**src/rtl/multisim_apb_pkg.sv**
```systemverilog
// Shared APB types for the multisim APB blocks: request/response structs and the
// manager-side transfer state.
package multisim_apb_pkg;

   typedef struct packed {
      logic [31:0] paddr;
      logic        pwrite;
      logic [31:0] pwdata;
      logic [3:0]  pstrb;
      logic [2:0]  pprot;
   } apb_req_t;

   typedef struct packed {
      logic [31:0] prdata;
      logic        pslverr;
   } apb_resp_t;

   typedef enum logic [1:0] {
      IDLE,
      SETUP,
      ACCESS
   } multisim_apb_state_t;

endpackage

```
**src/rtl/multisim_rr_picker.sv**
```systemverilog
// Combinational round-robin picker: first asserted request after last_grant,
// wrapping modulo N.
module multisim_rr_picker #(
   parameter int N     = 4,
   parameter int IDX_W = (N > 1) ? $clog2(N) : 1
) (
   input  logic [N-1:0]     req,
   input  logic [IDX_W-1:0] last_grant,
   output logic             valid,
   output logic [IDX_W-1:0] idx
);

   logic [IDX_W-1:0] cand;

   // Scan from the farthest offset down so the nearest requester is written last.
   always_comb begin
      valid = 1'b0;
      idx   = '0;
      cand  = '0;
      for (int off = N; off >= 1; off--) begin
         cand = IDX_W'((int'(last_grant) + off) % N);
         if (req[cand]) begin
            valid = 1'b1;
            idx   = cand;
         end
      end
   end

endmodule

```
**src/rtl/multisim_apb_arbiter.sv**
```systemverilog
// Round-robin arbiter sharing one APB manager port among NUM_REQ requesters; it
// drives the manager SETUP/ACCESS phases and stalls requesters until completion.
//
// state  | meaning
// IDLE   | no transfer; arbitrate among requesters with psel high
// SETUP  | manager psel=1, penable=0 for the granted requester
// ACCESS | manager psel=1, penable=1; wait for manager pready
module multisim_apb_arbiter
   import multisim_apb_pkg::*;
#(
   parameter type apb_req_t  = multisim_apb_pkg::apb_req_t,
   parameter type apb_resp_t = multisim_apb_pkg::apb_resp_t,
   parameter int  NUM_REQ    = 4,
   localparam int IDX_W      = (NUM_REQ > 1) ? $clog2(NUM_REQ) : 1
) (
   input  logic                          clk,
   input  logic                          rst,
   input  apb_req_t  [NUM_REQ-1:0]       i_apb_s_req,
   input  logic      [NUM_REQ-1:0]       i_apb_s_psel,
   input  logic      [NUM_REQ-1:0]       i_apb_s_penable,
   output apb_resp_t [NUM_REQ-1:0]       o_apb_s_resp,
   output logic      [NUM_REQ-1:0]       o_apb_s_pready,
   output apb_req_t                      o_apb_m_req,
   output logic                          o_apb_m_psel,
   output logic                          o_apb_m_penable,
   input  apb_resp_t                     i_apb_m_resp,
   input  logic                          i_apb_m_pready,
   output logic      [IDX_W-1:0]         o_grant_idx,
   output logic                          o_busy
);

   multisim_apb_state_t state;
   logic [IDX_W-1:0]    grant;
   logic [IDX_W-1:0]    last_grant;
   logic                pick_valid;
   logic [IDX_W-1:0]    pick_idx;

   // Requester penable carries no arbitration meaning; psel alone is the request.
   logic unused_penable;
   assign unused_penable = ^i_apb_s_penable;

   multisim_rr_picker #(
      .N     (NUM_REQ),
      .IDX_W (IDX_W)
   ) u_picker (
      .req        (i_apb_s_psel),
      .last_grant (last_grant),
      .valid      (pick_valid),
      .idx        (pick_idx)
   );

   always_ff @(posedge clk or posedge rst) begin
      if (rst) begin
         state           <= IDLE;
         grant           <= '0;
         last_grant      <= IDX_W'(NUM_REQ - 1);
         o_apb_m_psel    <= 1'b0;
         o_apb_m_penable <= 1'b0;
         o_busy          <= 1'b0;
      end else begin
         case (state)
            IDLE: begin
               if (pick_valid) begin
                  grant        <= pick_idx;
                  state        <= SETUP;
                  o_apb_m_psel <= 1'b1;
                  o_busy       <= 1'b1;
               end
            end
            SETUP: begin
               state           <= ACCESS;
               o_apb_m_penable <= 1'b1;
            end
            ACCESS: begin
               if (i_apb_m_pready) begin
                  last_grant      <= grant;
                  state           <= IDLE;
                  o_apb_m_psel    <= 1'b0;
                  o_apb_m_penable <= 1'b0;
                  o_busy          <= 1'b0;
               end
            end
            default: begin
               state           <= IDLE;
               o_apb_m_psel    <= 1'b0;
               o_apb_m_penable <= 1'b0;
               o_busy          <= 1'b0;
            end
         endcase
      end
   end

   assign o_grant_idx = grant;
   assign o_apb_m_req = (state != IDLE) ? i_apb_s_req[grant] : '0;

   // A requester that dropped psel mid-transfer never sees the completion.
   always_comb begin
      o_apb_s_pready = '0;
      if (state == ACCESS && i_apb_m_pready && i_apb_s_psel[grant])
         o_apb_s_pready[grant] = 1'b1;
   end

   always_comb begin
      for (int i = 0; i < NUM_REQ; i++)
         o_apb_s_resp[i] = i_apb_m_resp;
   end

endmodule

```
**config.mk**
```make
export PLATFORM = sky130hd
export DESIGN_NAME = multisim_apb_arbiter
export DESIGN_NICKNAME = d
export VERILOG_FILES = /design/src/rtl/multisim_apb_pkg.sv /design/src/rtl/multisim_rr_picker.sv /design/src/rtl/multisim_apb_arbiter.sv
export SDC_FILE = /design/constraint.sdc
export NUM_CORES = 1
export LEC_CHECK = 0
export CORE_AREA = 2 2 211 213
export DETAILED_ROUTE_END_ITERATION = 16
export DIE_AREA = 0 0 213 215
export SLEW_MARGIN = 20
export SYNTH_ARGS = -nofsm -noshare
export SYNTH_HDL_FRONTEND = slang
export SYNTH_SLANG_ARGS = --single-unit
```
**constraint.sdc**
```tcl
create_clock -name clk -period 2.6 [get_ports clk]
set_input_delay 0.65 -clock clk [delete_from_list [all_inputs] [get_ports clk]]
set_output_delay 0.65 -clock clk [all_outputs]
set_load 0.005 [all_outputs]
```
==> results.toml, run 1 <==
[run_status]
run_status = "finished, violations left"
failing_checks = "negative setup slack"

[final_layout]
nets = 960
num-fill-cells = 4911
layout.cell_area.non_filler_mm2 = 0.007543
final_layout_size_suffix_gt1_frac = 0.3397
diodes = 0
syn_to_final_growth_pct = 107.8
final_core_util = 0.1728

[timing]
setup_viol = 4
fmax_ghz = 0.3755
finalCriticalPeriod_ps = 2663
number_of_hold_violations_in_the_final_report = 0
timing.final.crit_share = 1.024
totalNegativeSetupSlack_ps = -159.5
timing.final.max_slew_violations = 0
max-slew-margin-rel = 0.7192
clock-skew-final_ps = 1.992
worst_hold_slack_ps = 470.8
worstMarginPinSlew_ps = 417.3
grt_setup_unrepaired = "yes"
worst_slack_ps = -63.23

[power]
seq_power_share = 0.055
power.static_leakage_nw = 2.948
comb_power_share = 0.898
powerDensity_mw_per_mm2 = 789.2
power_switching_mw = 2.319
cellInternalPower_mw = 3.635
max-vdd-ir-drop_mv = 0.4158
power_switching_share = 0.3895
clock_power_share = 0.047

[clocking]
clock-sinks = 8
hold_buffers = 0
cts_tree = "built"
clock_transition_at_the_register_clock_pins_on_the_worst_setup_and_hold_paths_after_cts_ps = 40
cts_max_level = 1
cts-buffers-inserted = 3
max-clock-path-buffers = 2
clock_latency_ps = 240
clock-root-buffer = "sky130_fd_sc_hd__clkbuf_16"

[detailed_routing]
drt_first_pass_iters = 4
route.detailed.wl_per_inst_um = 16.78
post_detailed_route_count_of_antenna_violating_nets = 0
routed-via-count = 3878
route.detailed.drc = 0
postRouteWirelength_um = 20460
drt-initial-drc-count = 99
detail_routed_via_count_per_cell = 3.181

[placed_design]
detailedPlace.worstSlack_ps = -542.5
hpwl_um = 17380
postPlaceCellArea_mm2 = 0.007482
globalplace.congestion = 0.8674
portBuffers = 375

[yosys]
syn_area_per_cell_um2 = 10.46
netlist.area_leader.share = 0.4466
ys_ff_latch = 8
asyncSetResetFlopFracSynth = 1.000
synth_edf_count = 0
dominantRegCellSynth = "sky130_fd_sc_hd__dfrtp_1"
yosys.area.top_type = "sky130_fd_sc_hd__mux4_2"
yosys-top-cells-area = "sky130_fd_sc_hd__mux4_2 45%, sky130_fd_sc_hd__buf_4 28%, sky130_fd_sc_hd__nor2b_1 12%, sky130_fd_sc_hd__dfrtp_1 4.1%, sky130_fd_sc_hd__buf_6 1.6%"
postSynthNetCount = 679
synth.cell_area_mm2 = 0.003631
synth_cells = 347
ys.warnings.count = 0
yosysUniqueCellTypes = 25
synth.yosys.seq_area_share = 0.05582

[global_route]
grt_usage = 0.07882
gr_ovfl_total = 0
first_global_vias = 4127
initial_antenna_violation_count = 2
largest_net_degree_at_the_start_of_global_routing = 37
grt_pass1_wl_um = 26290

[floorplanning]
io_pins = 545
die_height_um = 215
fp.dieArea_mm2 = 0.04580
core_area_mm2 = 0.04364
fp-row-count = 77
initial_utilization = 0.08320
fp.dieW_um = 213

[worst_setup_path]
wp_data_arrival_ps = 2010
critical_path.reg2reg.startpoint = "o_grant_idx[0]"
endpoint_kind = "output pin"
critPathMaxFanout = 5
crit_start = "o_grant_idx[0]"
r2r_slack_ps = 1140
critical_path_required_ps = 1950
critical_path_class = "reg -> out"
worst_setup_path_start_kind = "flip-flop"

[flow_run]
maxCapViolations = 0

[hold_path]
hold_path.startpoint = "last_grant[0]"
hold_path.class = "reg -> reg"
==> power by group through the flow <==
stage	combinational, mW	clock [mW]	sequential [mW]
after floorplan	2.60	0	0.244
after global placement	5.56	0	0.318
after detailed placement	5.57	0	0.323
after CTS	5.41	0.279	0.328
after global routing	5.77	0.288	0.340
final	5.35	0.277	0.330
==> cells in the final DEF, fill, tap and decap left out, types with 5 or more instances in the layout <==
master / instances
sky130_fd_sc_hd__clkdlybuf4s50_1: 262
sky130_fd_sc_hd__mux4_2: 72
sky130_fd_sc_hd__nor2b_1: 61
sky130_fd_sc_hd__clkbuf_2: 44
sky130_fd_sc_hd__dlygate4sd2_1: 43
sky130_fd_sc_hd__buf_4: 40
sky130_fd_sc_hd__buf_12: 13
sky130_fd_sc_hd__nor2b_4: 10
sky130_fd_sc_hd__buf_6: 10
sky130_fd_sc_hd__dlymetal6s2s_1: 8
sky130_fd_sc_hd__nand2_1: 6
sky130_fd_sc_hd__buf_2: 6
sky130_fd_sc_hd__clkdlybuf4s15_1: 5
==> cell type report <==
cell class	instances	area [um2]	share of cell area
repair buffers	435	4139	0.5487
multi-input cells	176	2360	0.3128
well taps	592	740.7	0.09819
flip-flops and latches	8	210.2	0.02787
clock buffers	4	78.83	0.01045
inverters	4	15.01	0.001990
==> layer usage <==
metal | track usage | wire length [um] | share of wire
met5 | 0 | 11 | 0.00054
met4 | 0.02844 | 621 | 0.030
met3 | 0.01739 | 1940 | 0.095
met2 | 0.1444 | 10220 | 0.50
met1 | 0.08827 | 7662 | 0.37
==> logic make-up after synthesis <==
logic type             count (synthesis)  synth area share
and+or+nand+nor                       91            0.1499
buffers and inverters                163            0.3198
DFF                                    8           0.05582
muxes                                 75            0.4559
AOI/OAI and AO/OA                     10           0.01861
==> state kept, by name (all words and copies together) (netlist names) <==
register         cells
o_apb_m_penable      1
last_grant           2
o_busy               1
state                2
o_grant_idx          2
==> repair_timing <==
item                                    in CTS  in global routing
endpoints found under the setup margin      74                 47
setup buffers                                9                  7
gates cloned                                 1                  1
pin swaps                                    3                  0
resized for setup                          165                107
==> cell usage after synthesis, types with 2 or more instances <==
cell                       count
sky130_fd_sc_hd__clkbuf_1     13
sky130_fd_sc_hd__buf_2         7
sky130_fd_sc_hd__dfrtp_1       6
sky130_fd_sc_hd__mux2_2        3
sky130_fd_sc_hd__nor2_1        5
sky130_fd_sc_hd__inv_1         4
sky130_fd_sc_hd__nor2b_1      72
sky130_fd_sc_hd__buf_6         5
sky130_fd_sc_hd__nand2_1       6
sky130_fd_sc_hd__buf_4       134
sky130_fd_sc_hd__mux4_2       72
sky130_fd_sc_hd__dfstp_2       2
sky130_fd_sc_hd__o21ai_0       3
sky130_fd_sc_hd__nor3_1        3
sky130_fd_sc_hd__o21a_1        2
==> critical path, stage by stage, from the launching register on <==
cell	delay, ps
sky130_fd_sc_hd__dfrtp_4	520
sky130_fd_sc_hd__buf_12	160
sky130_fd_sc_hd__buf_4	130
sky130_fd_sc_hd__buf_12	110
sky130_fd_sc_hd__mux4_2	400
sky130_fd_sc_hd__nor2b_1	170
sky130_fd_sc_hd__dlygate4sd2_1	280
==> per-stage QoR <==
stage / power (mW) / std cells
final: 5.954 / 1219
after detailed placement: 5.891 / 1204
after global placement: 5.875 / 1204
after CTS: 6.018 / 1213
after global routing: 6.397 / 1219
after floorplan: 2.840 / 347
==> final timing paths <==
kind | end | cells after the start
min | last_grant[0] | 2
max reg2reg | last_grant[0] | 6
max | o_apb_m_req[44] | 6
min reg2reg | last_grant[0] | 2
max in group asynchronous | last_grant[0] | 2
min in group asynchronous | state[0] | 2
(Power assumes the default switching activity.)
==> run 2: changes to the inputs <==
--- a/config.mk
+++ b/config.mk
@@ -5,9 +5,10 @@
 export SDC_FILE = /design/constraint.sdc
 export NUM_CORES = 1
 export LEC_CHECK = 0
-export CORE_AREA = 2 2 211 213
+export CORE_AREA = 4 4 213 215
 export DETAILED_ROUTE_END_ITERATION = 16
-export DIE_AREA = 0 0 213 215
+export DIE_AREA = 0 0 217 219
+export PLACE_DENSITY = 0.4
 export SLEW_MARGIN = 20
 export SYNTH_ARGS = -nofsm -noshare
 export SYNTH_HDL_FRONTEND = slang
==> run 2 against run 1 <==
  * The flow now finishes without violations
  * Critical path depth did not move
  * Wire length fell by 0.63%
  * Register-to-register slack improved by 120 ps
  * Cell count fell by 0.82%
  * Design area fell by 2.2%
  * Sequential power fell by 7.9%
  * Sequential share of layout area rose by 0.064 points
  * Hold slack improved by 6.4 ps
  * Flip-flop and latch count did not move
  * Via count fell by 5.1%
  * Worst setup slack improved by 110 ps
==> results.toml, run 2 (synthesis gave the netlist of run 1 again) <==
[clocking]
max-clock-path-buffers = 2
clock_transition_at_the_register_clock_pins_on_the_worst_setup_and_hold_paths_after_cts_ps = 40
cts_tree = "built"
cts_max_level = 1
clock-sinks = 8
hold_buffers = 0
clock_latency_ps = 230
cts-buffers-inserted = 3
clock-root-buffer = "sky130_fd_sc_hd__clkbuf_16"

[worst_setup_path]
crit-reg2reg-capture = "o_grant_idx[1]"
worst_setup_path_start_kind = "flip-flop"
critical_path.reg2reg.startpoint = "state[0]"
rr_worst_depth = 2
critPathMaxFanout = 7
critical_path_class = "reg -> out"
wp_data_arrival_ps = 1910
crit_start = "o_grant_idx[0]"
r2r_slack_ps = 1260
endpoint_kind = "output pin"
critical_path_required_ps = 1950

[timing]
fmax_ghz = 0.3911
number_of_hold_violations_in_the_final_report = 0
worstMarginPinSlew_ps = 434.6
finalCriticalPeriod_ps = 2557
setup_viol = 0
clock-skew-final_ps = 1.811
max-slew-margin-rel = 0.7076
worst_hold_slack_ps = 477.2
grt_setup_unrepaired = "yes"
timing.final.crit_share = 0.9835
timing.final.max_slew_violations = 0

[final_layout]
final_layout_size_suffix_gt1_frac = 0.3312
final_core_util = 0.1686
nets = 949
syn_to_final_growth_pct = 103.1
final_cell_mix = "291 x sky130_fd_sc_hd__clkdlybuf4s50_1, 72 x sky130_fd_sc_hd__mux4_2, 67 x sky130_fd_sc_hd__nor2b_1"
layout.cells.most_common = "sky130_fd_sc_hd__clkdlybuf4s50_1"
finalNonFillerCells = 1209

[global_route]
gr_ovfl_total = 0
largest_net_degree_at_the_start_of_global_routing = 41
grt_usage = 0.07871
initial_antenna_violation_count = 1
grt_pass1_wl_um = 28320
first_global_vias = 4249

[detailed_routing]
postRouteWirelength_um = 20330
drt-initial-drc-count = 89
route.detailed.wl_per_inst_um = 16.81
post_detailed_route_count_of_antenna_violating_nets = 0
route.detailed.drc = 0
drt_first_pass_iters = 4
detail_routed_via_count_per_cell = 3.045
routed-via-count = 3682

[floorplanning]
fp-row-count = 77
initial_utilization = 0.08301
core_area_mm2 = 0.04374
die_height_um = 219
fp.dieArea_mm2 = 0.04752
io_pins = 545
fp.dieW_um = 217

[power]
finalPower_mw = 5.521
max-vdd-ir-drop_mv = 0.4081
power.static_leakage_nw = 2.724
powerDensity_mw_per_mm2 = 748.6

[placed_design]
portBuffers = 375
hpwl_um = 17400
globalplace.congestion = 0.7147
placed_cells_incl_taps = 1190

[hold_path]
hold_path.class = "reg -> reg"
timing.hold.worst_endpoint = "last_grant[0]"
hold_path.startpoint = "last_grant[0]"
min_path_cells = 2

[run_status]
run_status = "completed"

[flow_run]
maxCapViolations = 0
[run 2: area by class of cell]
cell class / count / area (um2)
clock buffer: 4 / 78.83
multi-input combinational: 176 / 2323
fill: 4971 / 36360
sequential: 8 / 210.2
tap: 592 / 740.7
inverter: 4 / 15.01
timing repair buffer: 424 / 4004
antenna: 1 / 2.502
[run 2: timing repair]
item | CTS | global route
endpoints found under the hold margin | 0 | 0
gates resized for setup | 233 | 45
gates cloned | 1 | 0
buffers inserted | 15 | 0
pin swaps | 2 | 0
setup endpoints to repair | 74 | 43
[run 2: where the power goes]
group | internal, mW | switching [mW] | total (mW)
sequential | 0.211 | 0.0938 | 0.304
combinational | 2.98 | 1.97 | 4.95
clock | 0.205 | 0.0633 | 0.268
total | 3.40 | 2.12 | 5.52
[run 2: layer usage]
metal	up-vias	global-route usage	routed length (um)
li1	1668	-	-
met1	1722	0.09202	7804
met2	236	0.1354	9861
met3	56	0.02659	1974
met4	0	0.02650	687
met5	-	0	0
[run 2: metrics by stage]
| stage | instance area (um2) | setup TNS, ps | setup slack (ps) |
|---|---|---|---|
| after global placement | 7352 | -14270 | -346.3 |
| after global routing | 7375 | -35.09 | -19.33 |
| after detailed placement | 7352 | -14290 | -349.4 |
| after CTS | 7532 | -57.00 | -37.30 |
| after floorplan | 3631 | 0 | 511.8 |
| final | 7375 | 0 | 42.93 |
[run 2: critical path, stage by stage (launching register included)]
cell	delay, ps
sky130_fd_sc_hd__dfrtp_4	500
sky130_fd_sc_hd__buf_6	130
sky130_fd_sc_hd__buf_12	140
sky130_fd_sc_hd__buf_12	150
sky130_fd_sc_hd__mux4_2	430
sky130_fd_sc_hd__nor2b_2	170
sky130_fd_sc_hd__buf_2	140
[run 2: how the worst max path moves through the flow]
stage                                 end  cells after the start
after floorplan           o_apb_m_req[16]                      5
after global placement    o_apb_m_req[68]                      4
after detailed placement  o_apb_m_req[68]                      4
after CTS                 o_apb_m_req[68]                      7
after global routing      o_apb_m_req[70]                      6
final                     o_apb_m_req[28]                      6
==> run 3: changes to the inputs <==
--- a/config.mk
+++ b/config.mk
@@ -8,8 +8,9 @@
 export CORE_AREA = 4 4 213 215
 export DETAILED_ROUTE_END_ITERATION = 16
 export DIE_AREA = 0 0 217 219
-export PLACE_DENSITY = 0.4
+export PLACE_DENSITY = 0.42
 export SLEW_MARGIN = 20
 export SYNTH_ARGS = -nofsm -noshare
 export SYNTH_HDL_FRONTEND = slang
+export SYNTH_HIERARCHICAL = 1
 export SYNTH_SLANG_ARGS = --single-unit
==> constraint.sdc (replaced) <==
create_clock -name clk -period 2.3 [get_ports clk]
set_input_delay 0.575 -clock clk [delete_from_list [all_inputs] [get_ports clk]]
set_output_delay 0.575 -clock clk [all_outputs]
set_load 0.005 [all_outputs]
==> run 3 against run 2 <==
  * Worst setup slack lost 29 ps
  * Global-route usage fell by 0.50 points
  * First-iteration DRC count decreased by 13%
  * Die area unchanged
  * Sequential power grew 8.6%
  * Clock skew increased by 0.95 ps
  * Critical path depth down 1
  * Critical path type unchanged
  * Largest power group unchanged
==> results.toml, run 3 <==
[clocking]
clock-root-buffer = "sky130_fd_sc_hd__clkbuf_16"
clock_latency_ps = 230
cts_tree = "built"
max-clock-path-buffers = 2
clock-sinks = 8
cts_max_level = 1
cts-buffers-inserted = 3
clock_transition_at_the_register_clock_pins_on_the_worst_setup_and_hold_paths_after_cts_ps = 40
hold_buffers = 0

[yosys]
synth.yosys.seq_area_share = 0.04776
synth.area.mux_share = 0.3499
synth_commonest_cells = "145 x sky130_fd_sc_hd__mux2i_1, 134 x sky130_fd_sc_hd__buf_4, 70 x sky130_fd_sc_hd__o22ai_2"
synth_cells = 430
syn_area_per_cell_um2 = 9.870
asyncSetResetFlopFracSynth = 1.000
parity_gate_share_of_the_synthesized_area_counting_xor_and_xnor_cells = 0
dominantRegCellSynth = "sky130_fd_sc_hd__dfrtp_1"
synth.cell_area_mm2 = 0.004244
netlist.area_leader.share = 0.3420
ys.warnings.count = 6
synth_edf_count = 0
largest_family_of_logic_cells_by_synthesized_area = "multiplexers"
yosysUniqueCellTypes = 35
yosys.area_share.adder = 0
yosys-top-cells-area = "sky130_fd_sc_hd__mux2i_1 34%, sky130_fd_sc_hd__buf_4 24%, sky130_fd_sc_hd__o22ai_2 21%, sky130_fd_sc_hd__buf_6 4.5%, sky130_fd_sc_hd__dfrtp_1 3.5%"
postSynthNetCount = 762
yosys.area_share.simple = 0.03066
ys_ff_latch = 8
yosys.area.top_type = "sky130_fd_sc_hd__mux2i_1"
synth_compound_gate_area_share = 0.2329
most_numerous_cell_in_the_yosys_netlist = "sky130_fd_sc_hd__mux2i_1"

[power]
power.static_leakage_nw = 3.533
max-vdd-ir-drop_mv = 0.3448
clock_power_share = 0.034
powerDensity_mw_per_mm2 = 1013
power_switching_share = 0.4147
cellInternalPower_mw = 5.035
comb_power_share = 0.927
power_switching_mw = 3.568
seq_power_share = 0.038

[worst_setup_path]
critical_path_class = "reg -> out"
critical_path.cell_chain = "buf_12, buf_4, mux2i_2, o22ai_2, dlygate4sd2_1"
r2r_slack_ps = 970
critPathMaxFanout = 17
endpoint_kind = "output pin"
slowest_stage_cell_on_the_critical_path = "sky130_fd_sc_hd__dfrtp_4"
worst_path_largest_cell_delay_ps = 430
wp_data_arrival_ps = 1710
critical_path_required_ps = 1730
worst_setup_path_start_kind = "flip-flop"

[final_layout]
final_cell_mix = "298 x sky130_fd_sc_hd__clkdlybuf4s50_1, 103 x sky130_fd_sc_hd__mux2i_1, 72 x sky130_fd_sc_hd__o22ai_2"
num-fill-cells = 4906
final_layout_size_suffix_gt1_frac = 0.2970
diodes = 0
final_core_util = 0.1941
layout.cell_area.non_filler_mm2 = 0.008492
finalNonFillerCells = 1316
syn_to_final_growth_pct = 100.1
layout.cells.most_common = "sky130_fd_sc_hd__clkdlybuf4s50_1"
nets = 1057

[detailed_routing]
routed-via-count = 4264
route.detailed.drc = 0
route.detailed.wl_per_inst_um = 15.40
drt-initial-drc-count = 77
post_detailed_route_count_of_antenna_violating_nets = 0
drt_first_pass_iters = 4
postRouteWirelength_um = 20270
detail_routed_via_count_per_cell = 3.240

[placed_design]
detailedPlace.worstSlack_ps = -412.6
globalplace.congestion = 0.7534
placed_cells_incl_taps = 1295
hpwl_um = 16900
portBuffers = 375
postPlaceCellArea_mm2 = 0.007981

[timing]
timing.final.crit_share = 0.9941
setup_viol = 0
worst_slack_ps = 13.55
timing.final.max_slew_violations = 0
grt_setup_unrepaired = "yes"
clock-skew-final_ps = 2.761
worst_hold_slack_ps = 494.7
worstMarginPinSlew_ps = 302.0
fmax_ghz = 0.4374
number_of_hold_violations_in_the_final_report = 0
max-slew-margin-rel = 0.7985
finalCriticalPeriod_ps = 2286

[floorplanning]
initial_utilization = 0.09703
fp-row-count = 77
core_area_mm2 = 0.04374
fp.dieArea_mm2 = 0.04752
io_pins = 545
fp.dieW_um = 217
die_height_um = 219

[global_route]
first_global_vias = 4506
gr_ovfl_total = 0
largest_net_degree_at_the_start_of_global_routing = 23
grt_usage = 0.07367
initial_antenna_violation_count = 0
grt_pass1_wl_um = 27490

[hold_path]
hold_path.class = "reg -> reg"

[flow_run]
maxCapViolations = 0

[run_status]
run_status = "completed"
run 3: changes by cell type after synthesis, moves of 4 or more:
cell / previous run / this run
sky130_fd_sc_hd__buf_12: 0 / 5
sky130_fd_sc_hd__mux4_2: 72 / 0
sky130_fd_sc_hd__clkbuf_4: 0 / 4
sky130_fd_sc_hd__buf_2: 7 / 1
sky130_fd_sc_hd__o22ai_2: 0 / 70
sky130_fd_sc_hd__mux2i_1: 0 / 145
sky130_fd_sc_hd__buf_6: 5 / 17
sky130_fd_sc_hd__nor2b_1: 72 / 0
sky130_fd_sc_hd__clkbuf_1: 13 / 0
sky130_fd_sc_hd__buf_8: 0 / 6
run 3: power groups by stage:
stage	Clock, mW	Sequential (mW)	Combinational (mW)
after floorplan	0	0.285	4.35
after global placement	0	0.328	7.82
after detailed placement	0	0.329	7.77
after CTS	0.302	0.331	7.44
after global routing	0.312	0.345	8.49
final	0.297	0.330	7.98
run 3: cells by family after synthesis:
| group | after synthesis |
|---|---|
| buffers and inverters | 171 |
| DFF | 8 |
| muxes | 148 |
| and+or+nand+nor | 19 |
| AOI/OAI and AO/OA | 84 |
run 3: per-layer routing:
layer,track usage,up-vias,wire (um)
li1,-,2044,-
met1,0.08601,1914,8099
met2,0.1299,272,9867
met3,0.02714,34,1885
met4,0.01484,0,417
met5,0,-,0
run 3: worst paths after layout:
check | startpoint | end | cells past startpoint
worst max-delay path | o_grant_idx[0] | o_apb_m_req[44] | 5
worst min-delay path | o_apb_m_penable | o_apb_m_penable | 1
worst max register to register | last_grant[1] | o_grant_idx[0] | 3
worst min register to register | o_apb_m_penable | o_apb_m_penable | 1
max in group asynchronous | rst | last_grant[0] | 2
min in group asynchronous | rst | o_grant_idx[1] | 2
run 3: critical path, delay by kind of cell, from the launching register on:
family                 cells  cell delay (ps)
flip-flops                 1              430
AO/OA/AOI/OAI              1               90
buffers and inverters      3              690
multiplexers               1              230
run 3: layout make-up:
cell class,count,area [um2],area share
sequential,8,207.7,0.02446
clock buffer,4,78.83,0.009282
multi-input combinational,251,2893,0.3407
tap,592,740.7,0.08723
inverter,4,15.01,0.001768
timing repair buffer,457,4557,0.5366
run 3: what timing repair did:
action                     CTS  global route
setup endpoints to repair   76            48
buffers inserted             3            11
gates resized for setup    106            49
cloned                       0             3
pin swaps                    2             3
run 3: stage by stage:
step                      total power [mW]  setup TNS (ps)
after floorplan                      4.639               0
after global placement               8.152           -7319
after detailed placement             8.097           -7327
after CTS                            8.076          -220.8
after global routing                 9.144          -621.6
final                                8.603               0
